===== src/rtl/joy_db9md_multi_if.sv =====
// joy_db9md_multi_if: pad-side and host-side signals of the DB9 splitter scanner
interface joy_db9md_multi_if #(
  parameter int SEL_W = 1
);
  localparam int N = 2 ** SEL_W;
  localparam int SW = (SEL_W > 0) ? SEL_W : 1;
  logic [5:0] joy_in;
  logic joy_mdsel;
  logic [SW-1:0] joy_split;
  logic [12*N-1:0] joystick;
  logic [2*N-1:0] pad_type;
  logic frame_strobe;
  modport master (
    input joy_in,
    output joy_mdsel, joy_split, joystick, pad_type, frame_strobe
  );
  modport slave (
    output joy_in,
    input joy_mdsel, joy_split, joystick, pad_type, frame_strobe
  );
endinterface


===== src/rtl/joy_db9md_multi.sv =====
// joy_db9md_multi: clk-domain Megadrive/SMS pad scanner for DB9 splitters with per-port type detection
module joy_db9md_multi #(
  parameter int SEL_W = 1,
  parameter int SLOT_CYC = 16,
  parameter int IDLE_PHASES = 248
) (
  input logic clk,
  input logic reset,
  joy_db9md_multi_if.master bus
);
  localparam int N = 2 ** SEL_W;
  localparam int SW = (SEL_W > 0) ? SEL_W : 1;
  localparam int NPH = 8 + IDLE_PHASES;
  localparam int CW = $clog2(SLOT_CYC);
  localparam int PW = $clog2(NPH);
  logic [5:0] sync1_q, sync2_q;
  logic [CW-1:0] cyc_q, cyc_d;
  logic [SW-1:0] port_q, port_d;
  logic [PW-1:0] phase_q, phase_d;
  logic [5:0] hi_q [N], hi_d [N];
  logic [1:0] st_a_q [N], st_a_d [N];
  logic [3:0] ext_q [N], ext_d [N];
  logic [N-1:0] md_q, md_d, six_q, six_d;
  logic [12*N-1:0] joystick_q, joystick_d;
  logic [2*N-1:0] pad_type_q, pad_type_d;
  logic strobe_q, strobe_d;
  logic last_cyc, last_port, slot_end, end_p7;
  always_comb begin
    last_cyc = cyc_q == CW'(SLOT_CYC - 1);
    last_port = port_q == SW'(N - 1);
    slot_end = last_cyc & last_port;
    end_p7 = slot_end & (phase_q == PW'(7));
    cyc_d = last_cyc ? '0 : cyc_q + 1'b1;
    port_d = last_cyc ? (last_port ? '0 : port_q + 1'b1) : port_q;
    phase_d = slot_end ? ((phase_q == PW'(NPH - 1)) ? '0 : phase_q + 1'b1) : phase_q;
    hi_d = hi_q;
    st_a_d = st_a_q;
    ext_d = ext_q;
    md_d = md_q;
    six_d = six_q;
    if (last_cyc) begin
      if (phase_q == PW'(0)) hi_d[port_q] = sync2_q;
      if (phase_q == PW'(1)) begin
        md_d[port_q] = sync2_q[1:0] == 2'b00;
        st_a_d[port_q] = sync2_q[5:4];
      end
      if (phase_q == PW'(5)) six_d[port_q] = md_q[port_q] & (sync2_q[3:0] == 4'b0000);
      if (phase_q == PW'(6)) ext_d[port_q] = sync2_q[3:0];
    end
    joystick_d = joystick_q;
    pad_type_d = pad_type_q;
    strobe_d = end_p7;
    // {Mode, Start, Z, Y, X, A, C, B, U, D, L, R}; pins are active-low
    if (end_p7)
      for (int k = 0; k < N; k++) begin
        joystick_d[12*k +: 12] = {six_q[k] & ~ext_q[k][0], md_q[k] & ~st_a_q[k][1],
                                  {3{six_q[k]}} & ~ext_q[k][3:1], md_q[k] & ~st_a_q[k][0], ~hi_q[k]};
        pad_type_d[2*k +: 2] = six_q[k] ? 2'd2 : {1'b0, md_q[k]};
      end
  end
  always_ff @(posedge clk or posedge reset)
    if (reset) begin
      sync1_q <= '1;
      sync2_q <= '1;
      cyc_q <= '0;
      port_q <= '0;
      phase_q <= '0;
      hi_q <= '{default: '0};
      st_a_q <= '{default: '0};
      ext_q <= '{default: '0};
      md_q <= '0;
      six_q <= '0;
      joystick_q <= '0;
      pad_type_q <= '0;
      strobe_q <= 1'b0;
    end else begin
      sync1_q <= bus.joy_in;
      sync2_q <= sync1_q;
      cyc_q <= cyc_d;
      port_q <= port_d;
      phase_q <= phase_d;
      hi_q <= hi_d;
      st_a_q <= st_a_d;
      ext_q <= ext_d;
      md_q <= md_d;
      six_q <= six_d;
      joystick_q <= joystick_d;
      pad_type_q <= pad_type_d;
      strobe_q <= strobe_d;
    end
  assign bus.joy_mdsel = (phase_q <= PW'(7)) ? ~phase_q[0] : 1'b1;
  assign bus.joy_split = port_q;
  assign bus.joystick = joystick_q;
  assign bus.pad_type = pad_type_q;
  assign bus.frame_strobe = strobe_q;
endmodule


===== src/flat_wrapper.sv =====
// flat-port wrapper written by rule: the top's interface ports become plain ports
module joy_db9md_multi_flat 
#(
  parameter int SEL_W = 1,
  parameter int SLOT_CYC = 16,
  parameter int IDLE_PHASES = 248
)
  (clk, reset, bus_joy_in, bus_joy_mdsel, bus_joy_split, bus_joystick, bus_pad_type, bus_frame_strobe);
  joy_db9md_multi_if #(.SEL_W(SEL_W)) bus_i ();
  input logic clk;
  input logic reset;
  input wire logic [$bits(bus_i.joy_in)-1:0] bus_joy_in;
  output wire logic [$bits(bus_i.joy_mdsel)-1:0] bus_joy_mdsel;
  output wire logic [$bits(bus_i.joy_split)-1:0] bus_joy_split;
  output wire logic [$bits(bus_i.joystick)-1:0] bus_joystick;
  output wire logic [$bits(bus_i.pad_type)-1:0] bus_pad_type;
  output wire logic [$bits(bus_i.frame_strobe)-1:0] bus_frame_strobe;
  assign bus_i.joy_in = bus_joy_in;
  assign bus_joy_mdsel = bus_i.joy_mdsel;
  assign bus_joy_split = bus_i.joy_split;
  assign bus_joystick = bus_i.joystick;
  assign bus_pad_type = bus_i.pad_type;
  assign bus_frame_strobe = bus_i.frame_strobe;
  joy_db9md_multi #(.SEL_W(SEL_W), .SLOT_CYC(SLOT_CYC), .IDLE_PHASES(IDLE_PHASES)) u_core (.clk(clk), .reset(reset), .bus(bus_i));
endmodule

===== config.mk =====
export PLATFORM = sky130hd
export DESIGN_NAME = joy_db9md_multi_flat
export DESIGN_NICKNAME = d
export VERILOG_FILES = /design/src/rtl/joy_db9md_multi_if.sv /design/src/rtl/joy_db9md_multi.sv /design/src/flat_wrapper.sv
export SDC_FILE = /design/constraint.sdc
export NUM_CORES = 1
export LEC_CHECK = 0
export ABC_AREA = 1
export CORE_MARGIN = 1.5
export CORE_UTILIZATION = 40
export CTS_CLUSTER_SIZE = 40
export DETAILED_ROUTE_END_ITERATION = 6
export PLACE_DENSITY = 0.7
export RECOVER_POWER = 25
export SYNTH_ARGS = -nofsm -noshare
export SYNTH_HDL_FRONTEND = slang
export SYNTH_SLANG_ARGS = --single-unit

===== constraint.sdc =====
create_clock -name clk -period 2.4 [get_ports clk]
set_clock_uncertainty 0.15 [all_clocks]
set_input_delay 0.36 -clock clk [delete_from_list [all_inputs] [get_ports clk]]
set_output_delay 0.36 -clock clk [all_outputs]
set_load 0.005 [all_outputs]

==> impl_results.md, run 1 <==
- Outcome: finished clean
- Number of hold buffers added after CTS: 0
- Worst skew pair latency: 350 ps
- I/O pin cnt: 39
- RSZ-0062 raised after global routing: false
- Pin count of the biggest net entering global routing: 83
- Final antenna-violating net count: 0
- Die Y: 97.2 um
- Total grt overflow: 0
- CTS tree: yes
- Fin worst setup slack: between 300 and 400 ps
- Primary FF master, synth: dfrtp_1
- Post-DP HPWL: 4.40 mm
- Clk Tree Root Cell: clkbuf_8
- Mapped Nets: 360
- First-pass GRT wire length: between 10 and 15 mm
- Min Tclk post-route: 2080 ps
- Main area contributors after synthesis: dfrtp_1 49%, nand2_1 9.4%, dfstp_2 8.9%
- Worst EP required: 1890 ps
- N_diodes: 0
- DP Worst Slack: 458 ps
- Hold Crit Endpoint: u_core.sync2_q[4]
- Maxcap violations: 0
- TritonCTS Buffers: 9
- Worst Setup SP: u_core.phase_q[3]
- Antenna violations before repair: 0
- Syn. warnings: 0
- Yosys cell types: 29
- Fraction of layout cells with a size suffix above 1: between 20% and 30%
- Placed Cells: between 400 and 500
- Total GRT Usage: 14.6%
- Max Buffers Root-to-Sink: 2
- Vias: 2437
- IO buf count: 38
- Final setup vio count: 0
- Vias in the first global route: 2412
- Asr flop ratio synth: 100%
- Leak pwr: ~0.0019 uW
- Yosys reg bits: 82
- Total Wirelength: 6.33 mm
- Worst R2R Start: u_core.cyc_q[0]
- Commonest non-fill, non-tap cells in the layout: 88 x nand2_1, 70 x dfrtp_1, 31 x nand4_1, 31 x clkdlybuf4s50_1
- Worst path arrival time: 1570 ps
- Number of setup buffers added after CTS: 0
- Worst Min Path Start: u_core.sync1_q[4]
- # DRC: 0
- Clock transition at path regs: 80 ps
- Achievable Freq: about 480 MHz
- CTS Sinks: approximately 80
- Final Max Tran Viols: 0
- Worst Path Max Fanout: 7
- Area share of the largest cell type after synthesis: 49.4%
- Avg WL per Cell: 12.7 um
- Core ar.: 8640 sq um
- Seq/Total Area, Yosys: 58.3%
- PD cells: between 500 and 600 nW/um^2
- Post-Layout Cell Count: 498
- Flop-to-flop setup slack: roughly 430 ps
- CP Launch Type: flop
- Initial drt markers: 136
- NumNets Final: 398
- Worst R2R End: u_core.hi_q[0]
- DIE AREA: 9440 sq um
- Die Wd: slightly below 100 um
- Post-Syn Area per Cell: between 10 and 15 sq um
- TritonRoute pass-1 iters: 4
- Worst-case vdd ir drop: about 0.00024 V
- Vias per cell: between 4 and 5
- Cells after Synth: 347
- Worst reg2reg path depth: 6
- Synth area leader: dfrtp_1
- Slew at the pin closest to its max-slew limit: 1070 ps
- Crit end category: output pin
- Initial Util: 41.1%
- Relative slew slack: 28.9%
- Cell Area, Synth: 3550 sq um
- Cell Rows: 34
- Fin Hold WS: 208 ps
- RePlAce Congestion: 0.846
- Commonest non-fill, non-tap cell in the layout: nand2_1
- Hold Fails Final Rpt: 0
- Depth of the CTS H-tree: 3
- Worst setup path class: reg2out
- Min-Delay Path Class: reg2reg
- Power Total: 2390 uW
- PostCTS Resize Cnt: 0
- Setup tns final: 0 ps
- Area growth syn-to-layout: 18.1%
- Post-synth EDFFs: 0
- Final period util: 86.8%
- WHS Path Cells: 0
==> routing by layer <==
metal | global-route usage [%] | wire [um] | up-vias
met1 | 18.6 | 2880 | 1149
met5 | 0 | 0 | -
met3 | 3.09 | 326 | 7
met2 | 23.6 | 3040 | 63
li1 | - | - | 1218
met4 | 7.36 | 85 | 0
==> cells in the mapped netlist, types with 5 or more instances <==
cell type / number
buf_6: 5
dfstp_2: 12
or2_2: 11
nand2_2: 19
o21ai_2: 20
dfrtp_1: 70
nand4_1: 31
ha_1: 5
buf_2: 8
inv_1: 12
nand2_1: 89
nor2_1: 16
o21ai_0: 9
nand3_1: 14
==> worst max path at each step <==
stage / end / cells after the start
floorplan: u_core.bus.pad_type[3] / 8
global placement: u_core.hi_q[4] / 6
detailed placement: u_core.hi_q[2] / 6
CTS: bus_joy_mdsel / 3
global route: bus_joy_mdsel / 3
finish: bus_joy_mdsel / 3
==> where the power goes <==
| part | internal [uW] | switching, uW | total (uW) |
|---|---|---|---|
| combinational | 14.6 | 35.1 | 49.7 |
| sequential | 1410 | 21.2 | 1430 |
| clock | 431 | 473 | 904 |
==> stage by stage <==
stage	cell area [sq um]	utilization, %
floorplan	3550	-
global placement	4020	46.6
detailed placement	4020	46.6
CTS	4200	48.7
global route	4190	48.5
finish	4190	48.5
==> cells by family after synthesis <==
family,share of synthesized area (%)
flip-flops,58.3
XOR/XNOR,1.48
AND/OR/NAND/NOR,26.9
buffers and inverters,4.94
adder cells (fa/ha/maj),1.76
AO/OA/AOI/OAI,6.63
==> state kept, by name, indices dropped and copies added, names as in the netlist <==
name and cells:
u_core.st_a_q 4, u_core.hi_q 12, u_core.six_q 2, u_core.bus.pad_type 4
u_core.ext_q 8, u_core.md_q 2, u_core.cyc_q 4, u_core.phase_q 8
u_core.sync1_q 6, u_core.bus.joystick 24, u_core.sync2_q 6, u_core.bus.joy_split 1
u_core.bus.frame_strobe 1
==> worst max-delay path: stages, from the launching register on <==
cell and delay (ps):
dfrtp_1 500, inv_2 110, nand4_1 120, clkdlybuf4s50_1 510
==> area by class of cell <==
class | instances | area [sq um]
fill | 811 | 4450
sequential | 82 | 2070
multi-input combinational | 234 | 1310
timing repair buffer | 45 | 445
clock buffer | 12 | 155
tap | 108 | 135
inverter | 13 | 52.6
clock inverter | 4 | 27.5
(Power assumes the default switching activity.)
==> inputs of run 2 (changes only) <==
--- a/config.mk
+++ b/config.mk
@@ -7,10 +7,10 @@
 export LEC_CHECK = 0
 export ABC_AREA = 1
 export CORE_MARGIN = 1.5
-export CORE_UTILIZATION = 40
+export CORE_UTILIZATION = 42
 export CTS_CLUSTER_SIZE = 40
 export DETAILED_ROUTE_END_ITERATION = 6
-export PLACE_DENSITY = 0.7
+export PLACE_DENSITY = 0.73
 export RECOVER_POWER = 25
 export SYNTH_ARGS = -nofsm -noshare
 export SYNTH_HDL_FRONTEND = slang
==> run 2 against run 1 <==
First-iteration DRC count increased by 6.6%; global-route usage grew 1.1 points; combinational power increased by 2%; critical path type unchanged; highest routed layer unchanged; die area is 4.6% lower; sequential cell count unchanged.
==> impl_results.md, run 2 (synthesized netlist as in run 1, its figures left out) <==
- Final Max Tran Viols: 0 (unchanged)
- Die Wd: 94.9 um (-2.3%)
- Storage cell area: 2070 sq um (unchanged)
- Initial Util: 43.2% (+2.1 points)
- Clock transition at path regs: 70 ps (about the same)
- Min-Delay Path Class: reg2reg
- Antenna violations before repair: 0 (unchanged)
- Avg WL per Cell: 12.9 um (+1.2%)
- Final antenna-violating net count: 0 (unchanged)
- Fill cells: 774 (-4.6%)
- Worst EP required: 1890 ps (about the same)
- First-pass GRT wire length: 10.8 mm (-2.3%)
- Hold Fails Final Rpt: 0 (unchanged)
- Worst setup path class: reg2out
- RSZ-0062 raised after global routing: false
- TritonCTS Buffers: 9 (unchanged)
- Commonest non-fill, non-tap cell in the layout: nand2_1
- Post-Layout Cell Count: 496 (-0.40%)
- Fin worst setup slack: 322 ps (+4.83 ps)
- TritonRoute pass-1 iters: 4 (unchanged)
- Total Wirelength: 6.39 mm (+0.84%)
- Post-DP HPWL: 4.54 mm (+3.3%)
- Relative slew slack: 12.6% (-16 points)
- CP Launch Type: flop
- IO buf count: 38 (unchanged)
- Final Util: 50.6% (+2.1 points)
- Multi-input logic area: 1310 sq um (unchanged)
- PD cells: 554 nW/um^2 (-2.7%)
- Total grt overflow: 0 (unchanged)
- Depth of the CTS H-tree: 3 (unchanged)
- Number of setup buffers added after CTS: 0 (unchanged)
- Vias in the first global route: 2311 (-4.2%)
- N_diodes: 0 (unchanged)
- Fraction of layout cells with a size suffix above 1: 24.3% (-0.32 points)
- Largest register FFs: 24 (unchanged)
- Initial drt markers: 145 (+6.6%)
- Worst path arrival time: 1570 ps (about the same)
- Total GRT Usage: 15.7% (+1.1 points)
- CTS Sinks: 82 (unchanged)
- PostCTS Resize Cnt: 0 (unchanged)
- Leak pwr: 0.00191 uW (-0.33%)
- Worst R2R Start: u_core.phase_q[0]
- Achievable Freq: 481 MHz (+0.23%)
- Vias: 2466 (+1.2%)
- Slew at the pin closest to its max-slew limit: 1310 ps (+246 ps)
- Pin count of the biggest net entering global routing: 56 (-33%)
- Max Buffers Root-to-Sink: 2 (unchanged)
- Clk Tree Root Cell: clkbuf_8
- Cell Rows: 33 (-2.9%)
- Commonest non-fill, non-tap cells in the layout: 88 x nand2_1, 70 x dfrtp_1, 31 x nand4_1, 31 x clkdlybuf4s50_1
- Slowest CP cell: clkdlybuf4s50_1
- CTS tree: yes
- Die Y: 94.9 um (-2.3%)
- I/O pin cnt: 39 (unchanged)
- Placed Cells: 481 (-0.21%)
- Vias per cell: 4.97 (+1.6%)
- Number of hold buffers added after CTS: 0 (unchanged)
- Maxcap violations: 0 (unchanged)
- Worst Setup EP: bus_joy_mdsel
- Flop-to-flop setup slack: 480 ps (+50 ps)
- Worst Setup SP: u_core.phase_q[3]
- Core ar.: 8220 sq um (-4.9%)
- Worst reg2reg path depth: 6 (unchanged)
- Crit end category: output pin
- Setup tns final: 0 ps (unchanged)
- Worst R2R End: u_core.hi_q[6]
- Worst-case vdd ir drop: 0.000270 V (+11%)
- Crit-path cells: inv_2 -> nand4_1 -> clkdlybuf4s50_1
- Min Tclk post-route: 2080 ps (-4.83 ps)
- RePlAce Congestion: 0.909 (+7.5%)
- Worst skew pair latency: 350 ps (about the same)
- DIE AREA: 9010 sq um (-4.6%)
- # DRC: 0 (unchanged)
- Worst Path Max Fanout: 7 (unchanged)
- NumNets Final: 400 (+0.50%)
- DP Worst Slack: 480 ps (+22.6 ps)
- Slowest Stage Delay on Critical Path: 510 ps (about the same)
- Final setup vio count: 0 (unchanged)
- Final period util: 86.6% (-0.20 points)
- Area growth syn-to-layout: 17.2%
- Outcome: finished clean
run 2: power breakdown:
part           internal, uW  leakage [uW]  switching [uW]
combinational          15.3      0.000775            35.2
clock                   367     0.0000762             451
sequential             1410       0.00106            21.9
run 2: layout make-up:
class                   count  share of cell area [%]
well taps                 105                    3.16
flip-flops and latches     82                    49.7
clock inverters             3                   0.421
repair buffers             47                    10.7
clock buffers              12                    3.25
multi-input cells         234                    31.5
inverters                  13                    1.26
run 2: per-stage QoR:
| step | hold slack [ps] | total power [uW] | area (sq um) |
|---|---|---|---|
| CTS | 209 | 2340 | 4170 |
| global placement | 197 | 1520 | 4020 |
| floorplan | 195 | 1480 | 3550 |
| global route | 215 | 2410 | 4160 |
| finish | 207 | 2300 | 4160 |
| detailed placement | 198 | 1520 | 4020 |
run 2: worst min path at each step:
| stage | startpoint | end | slack [ps] | cells after the start |
|---|---|---|---|---|
| floorplan | u_core.sync1_q[0] | u_core.sync2_q[0] | 200 | 0 |
| global placement | u_core.sync1_q[4] | u_core.sync2_q[4] | 200 | 0 |
| detailed placement | u_core.sync1_q[1] | u_core.sync2_q[1] | 200 | 0 |
| CTS | u_core.sync1_q[1] | u_core.sync2_q[1] | 210 | 0 |
| global route | u_core.sync1_q[2] | u_core.sync2_q[2] | 210 | 0 |
| finish | u_core.sync1_q[1] | u_core.sync2_q[1] | 210 | 0 |
run 2: worst max-delay path: cells and delay by family (launching register included):
kind,cells,cell delay [ps]
flops,1,490
buf+inv,2,620
simple gates,1,120
run 2: per-layer routing:
layer	up-vias	track usage (%)	share of wire [%]	wire length, um
li1	1226	-	-	-
met1	1176	20.1	46	2960
met2	50	24.8	48	3080
met3	14	4.19	3.4	220
met4	0	6.84	2.1	134
met5	-	0	0	0
